File: config.mk
export PLATFORM = sky130hd
export DESIGN_NAME = prog_loader
export DESIGN_NICKNAME = d
export VERILOG_FILES = /design/src/rtl/prog_loader.sv
export SDC_FILE = /design/constraint.sdc
export NUM_CORES = 1
export LEC_CHECK = 0
export CAP_MARGIN = 20
export CORE_MARGIN = 1
export CORE_UTILIZATION = 41
export DETAILED_ROUTE_END_ITERATION = 7
export PLACE_DENSITY = 0.75
export SYNTH_ARGS = -nofsm -noshare
export SYNTH_HDL_FRONTEND = slang
export SYNTH_SLANG_ARGS = --single-unit
File: constraint.sdc
create_clock -name clk -period 1.85 [get_ports clk]
set_clock_uncertainty 0.2 [all_clocks]
set_input_delay 0.185 -clock clk [delete_from_list [all_inputs] [get_ports clk]]
set_output_delay 0.185 -clock clk [all_outputs]
set_load 0.005 [all_outputs]
File: src/rtl/prog_loader.sv
// Program-memory writer: packs (opcode, operand-address) stream words into
// instruction words and writes them to consecutive locations from a base address.
module prog_loader #(
    parameter int AW = 5,
    parameter int OW = 3
) (
    input  logic              clk,
    input  logic              rst,
    input  logic              start,
    input  logic [AW-1:0]     base,
    input  logic [AW:0]       len,
    input  logic              abort,
    input  logic              in_valid,
    input  logic [OW-1:0]     in_opcd,
    input  logic [AW-1:0]     in_adir,
    output logic              in_ready,
    output logic              mem_we,
    output logic [AW-1:0]     mem_addr,
    output logic [OW+AW-1:0]  mem_wdat,
    output logic              busy,
    output logic              cpu_hold,
    output logic              done
);

    typedef enum logic [1:0] {
        IDLE  = 2'd0,
        LOAD  = 2'd1,
        FLUSH = 2'd2,
        DONE  = 2'd3
    } state_t;

    localparam logic [AW:0]   LEN_ZERO = {(AW+1){1'b0}};
    localparam logic [AW:0]   LEN_ONE  = {{AW{1'b0}}, 1'b1};
    localparam logic [AW-1:0] PTR_ONE  = {{(AW-1){1'b0}}, 1'b1};

    state_t          state_r;
    state_t          state_nxt_s;
    logic [AW-1:0]   ptr_r;
    logic [AW:0]     remain_r;
    logic            xfer_s;
    logic            launch_s;

    assign xfer_s   = (state_r == LOAD) && in_valid && !abort;
    assign launch_s = (state_r == IDLE) && start && (len != LEN_ZERO);

    // State register
    always_ff @(posedge clk or posedge rst) begin
        if (rst) begin
            state_r <= IDLE;
        end else begin
            state_r <= state_nxt_s;
        end
    end

    // Next-state logic; abort only matters while words are being accepted
    always_comb begin
        state_nxt_s = state_r;
        case (state_r)
            IDLE: begin
                if (start) begin
                    state_nxt_s = (len != LEN_ZERO) ? LOAD : DONE;
                end else begin
                    state_nxt_s = IDLE;
                end
            end
            LOAD: begin
                if (abort) begin
                    state_nxt_s = IDLE;
                end else if (xfer_s && (remain_r == LEN_ONE)) begin
                    state_nxt_s = FLUSH;
                end else begin
                    state_nxt_s = LOAD;
                end
            end
            FLUSH:   state_nxt_s = DONE;
            DONE:    state_nxt_s = IDLE;
            default: state_nxt_s = IDLE;
        endcase
    end

    // Output decode from the state register
    always_comb begin
        in_ready = 1'b0;
        busy     = 1'b0;
        done     = 1'b0;
        case (state_r)
            IDLE: begin
                busy = 1'b0;
            end
            LOAD: begin
                in_ready = !abort;
                busy     = 1'b1;
            end
            FLUSH: begin
                busy = 1'b1;
            end
            DONE: begin
                busy = 1'b1;
                done = 1'b1;
            end
            default: begin
                busy = 1'b0;
            end
        endcase
        cpu_hold = busy;
    end

    // Session counters and write port; address/data hold between writes
    always_ff @(posedge clk or posedge rst) begin
        if (rst) begin
            ptr_r    <= {AW{1'b0}};
            remain_r <= LEN_ZERO;
            mem_we   <= 1'b0;
            mem_addr <= {AW{1'b0}};
            mem_wdat <= {(OW+AW){1'b0}};
        end else begin
            if (launch_s) begin
                ptr_r    <= base;
                remain_r <= len;
            end else if (xfer_s) begin
                ptr_r    <= ptr_r + PTR_ONE;
                remain_r <= remain_r - LEN_ONE;
            end else begin
                ptr_r    <= ptr_r;
                remain_r <= remain_r;
            end
            if (xfer_s) begin
                mem_we   <= 1'b1;
                mem_addr <= ptr_r;
                mem_wdat <= {in_opcd, in_adir};
            end else begin
                mem_we   <= 1'b0;
            end
        end
    end

endmodule

# After elaboration in Yosys (flattened, before gate mapping)
# Index checks and enable logic that the tools add are counted.
[totals] ff_bits=27 in_bits=24
[classes] n_reduce_logical=10 addsub=2 eq_ne=4 n_mux=13
[op_table] cell="$mux W6" n=2
[op_table] cell="$mux W5" n=2
[op_table] cell="$mux W2" n=4
[op_table] cell="$pmux W2 S4" n=1
[op_table] cell="$eq A6 B1 Y1 const B" n=1
[op_table] cell="$reduce_bool A6 Y1" n=1
[op_table] cell="$sub A6 B1 Y6 const B" n=1
[op_table] cell="$add A5 B1 Y5 const B" n=1
[op_table] cell="$logic_and A1 B1 Y1" n=5
[op_table] cell="$eq A2 B2 Y1 const B" n=2
[op_table] cell="$mux W1" n=3
[op_table] cell="$reduce_or A3 Y1" n=1
[op_table] cell="$eq A2 B1 Y1 const B" n=1
[op_table] cell="$logic_not A2 Y1" n=1
[op_table] cell="$pmux W1 S2" n=1
[op_table] cell="$reduce_bool A2 Y1" n=1
[op_table] cell="$logic_not A1 Y1" n=1

# Logic depth before layout (Yosys ltp)
[logic_depth] depth_word=7 depth_mapped=6

# Worst setup path after synthesis
# OpenSTA, ideal clock, no wires.
[synth_timing] kind="register to register" startpoint="register state_r[1]" endpoint="register remain_r[1]" required_ps=1524 arrival_time_ps=1452 slack_ps=72 setup_ps=126 path_stages_with_launch=6 path_buffers=1 period_less_slack_ps=1778 path_cell_list="dfrtp_1 nor3b_2 o31a_1 buf_6 nor2_4 a221o_1"
[synth_between] elab_chain_len=4
[synth_rtl] element="start, declared" line_no="36" rtl="state_t state_r;"
[synth_rtl] element="start signal, assigned" line_no="51" rtl="state_r <= state_nxt_s;"
[synth_rtl] element="$eq A2 B1 Y1 / $logic_not A2 Y1 (equally long branches)" line_no="43, 44"
[synth_rtl] element="$logic_and A1 B1 Y1 (on tied branches) (2 in a row)" line_no="43, 44"
[synth_rtl] element="$reduce_bool A2 Y1 (no source line) / $mux W6 (equally long branches)"
[synth_rtl] element="end signal, assigned" line_no="119" rtl="remain_r <= len;"
[synth_rtl] element="end signal, assigned" line_no="122" rtl="remain_r <= remain_r - LEN_ONE;"
[synth_rtl] element="end signal, assigned" line_no="125" rtl="remain_r <= remain_r;"
[synth_rtl] element="end, declared" line_no="39" rtl="logic [AW:0] remain_r;"
# Several ways; a longest one is shown, not always the timed one.
# A chain may end at the register's enable or synchronous reset.

# Worst setup path after layout
[layout_timing] startpoint="register state_r[0]" endpoint="register remain_r[1]"
# The elaborated chain is that of the path after synthesis.

==> results.toml <==
[drt]
drc_errors = 3
via_count = 1112
drtIter0Drc = 31
ant_nets = 0
dr.pass1.iters = 7
wirelength_um = 2978
vias_per_cell = 5.101
routedWlPerCell_um = 13.66

[sta]
worstMarginPinSlew_ns = 0.3853
maxSlewHeadroom = 0.7431
rsz0062_at_grt = "true"
setup_violations = 0
min_period_ns = 1.819
slew_violations = 0
period_share = 0.9833
totalNegativeSetupSlack_ns = 0
setup_ws_ns = 0.03093
hold_viol_final = 27
fin_hold_ws_ns = -0.01283
fmaxAchievable_ghz = 0.5497

[yosys]
synth_area_leaders = "dfrtp_1, nand2_1, xnor2_1, a221o_1, ha_1"
yosys_register_bits = 27
synth_area_mm2 = 0.001287
yosys.cell_types.count = 32
syn_inst = 130
async_reset_ff_frac = 1.000
synth_top_area_cell = "dfrtp_1"
syn_avg_cell_area_um2 = 9.904
synth.top_cell.area_share = 0.5248
synth_common_cells = "nand2_1, dfrtp_1, xnor2_1, a221o_1, nor2_1"
synth_fp_nets = 157
ys_seq_area_frac = 0.5248
yosysWarnings = 0
synthFlopType = "dfrtp_1"
synth_edf_count = 0
synth_most_common_cell = "nand2_1"

[flow_run]
maxCapViolCount = 0

[layout]
final_core_util = 0.6592
final_layout_size_suffix_gt1_frac = 0.1765
area_growth_syn_to_layout_pct = 46.06
fin_area_mm2 = 0.001881
nFillCells = 234
final_nets = 215
final_cells = 218
antennaDiodeCount = 0

[grt]
grt_pass1_wl_um = 5209
grt_pass1_vias = 1189
antenna_found_initial = 0
grt_max_degree = 28
grt_remaining_overflow = 0
grt_usage = 0.2003

[worst_setup_path]
crit_family = "compound AO/OA/AOI/OAI gates"
cp_num_buf_inv = 0
reg2reg_slack_ns = 0.03
required_ns = 1.88
crit_type = "reg -> reg"
rr_worst_depth = 4
critical-path-slowest-cell = "dfrtp_2"
worstReg2RegStart = "state_r[0]"
cpPeakStageDelay_ns = 0.49
cp-start-kind = "flip-flop"
cp_max_fo = 7
crit_path_end_kind = "flip-flop"
r2r-end = "remain_r[1]"
path_cells = "nor3b_2 -> o31a_1 -> nor2_4 -> a221o_1"
crit_arrival_ns = 1.85

[clocking]
path_clk_slew_ns = 0.14
cts_tree = "done"
cts.sinks = 27
cts-root-buf = "clkbuf_4"
clk_path_buf_depth = 2
worstSkewPairLatency_ns = 0.33
cts_htree_levels = 1
cts_inserted_buffers = 3

[placed_design]
dp_cells = 212
port_buffers = 41
dp_hpwl_um = 2279
place_congestion = 0.8052
place_area_mm2 = 0.001812
pre_cts_ws_ns = -0.3925

[power_and_ir_drop]
seq_power_share = 0.452
intPower_mw = 1.589
power_mw = 2.395
power_density_mw_per_mm2 = 1273
p_leak_nw = 0.8975
p_sw_uw = 805.9
peakVddDrop_v = 0.0007356
p_comb_frac = 0.442
clkPwrFrac = 0.106
netSwitchingFraction = 0.3365

[floorplan]
design.die.area_mm2 = 0.003368
start_util = 0.4513
rows = 19
die-height_um = 58.04
io_pins = 42
die-width_um = 58.04
core-area_mm2 = 0.002853

[worst_hold_path]
hold_path_class = "in -> async"

[outcome]
status = "finished, violations left"
failed_checks = "design-rule violations, negative hold slack"
## power groups by stage
stage                     clock network [mW]  registers, mW  logic [mW]
after floorplan                            0           1.05       0.537
after CTS                              0.258           1.08        1.08
final                                  0.253           1.08        1.06
after detailed placement                   0           1.09        1.07
after global routing                   0.282           1.13        1.17
after global placement                     0           1.07        1.02
## kinds of logic (layout without fill, tap and decap cells)
group / after synthesis / after routing / share of synthesized area
fa+ha+maj: 3 / 3 / 0.02916
flops: 27 / 27 / 0.5248
xor+xnor: 7 / 7 / 0.04762
buf+inv: 10 / 67 / 0.04373
mux: 2 / 2 / 0.01749
simple gates: 68 / 68 / 0.2556
compound gates: 13 / 13 / 0.08163
## flip-flops by register name (all words and copies together) (netlist names)
| name | cells |
|---|---|
| remain_r | 6 |
| mem_addr | 5 |
| mem_wdat | 8 |
| ptr_r | 5 |
| state_r | 2 |
| mem_we | 1 |
## repair_timing
action	CTS	global route
endpoints found under the hold margin	0	0
hold buffers	0	0
setup buffers	1	1
setup endpoints to repair	9	10
resized for setup	11	3
pin swaps	2	2
## routing by layer
layer	track usage	wire length, µm	vias up
met5	0	0	-
met4	0.06803	49	0
met3	0.01786	128	6
met2	0.3580	1521	35
met1	0.2548	1278	523
li1	-	-	548
## how the worst max path moves through the flow
stage | startpoint | end | slack (ns) | depth (start not counted)
2_1_floorplan | state_r[1] | remain_r[1] | 0.07 | 5
3_3_place_gp | len[5] | ptr_r[2] | -0.36 | 4
3_5_place_dp | len[5] | ptr_r[2] | -0.39 | 4
4_1_cts | state_r[0] | done | -0.03 | 2
5_1_grt | state_r[0] | remain_r[1] | -0.04 | 4
6_report | state_r[0] | remain_r[1] | 0.03 | 4
## worst min-delay path: cells and delay by family
family	cells	cell delay, ns
buffers and inverters	3	0.75
## placed cells by master, fill, tap and decap left out, drive strengths merged, types with 2 or more instances in the layout
cell and instances:
a221o 6, buf 17, clkbuf 4, clkdlybuf4s50 34, dfrtp 27, dlygate4sd2 6
ha 3, inv 4, mux2 2, nand2 44, nand3 2, nor2 7
nor3b 3, o21ai 3, or2b 2, xnor2 7
## layout make-up
cell class	instances	area (µm²)	share of cell area
multi-input cells	93	585.6	0.3114
inverters	5	18.77	0.009980
clock buffers	4	26.28	0.01397
well taps	31	38.79	0.02063
repair buffers	58	533.0	0.2834
flip-flops and latches	27	678.2	0.3606
Note: power is estimated with default switching activity, not from simulation.
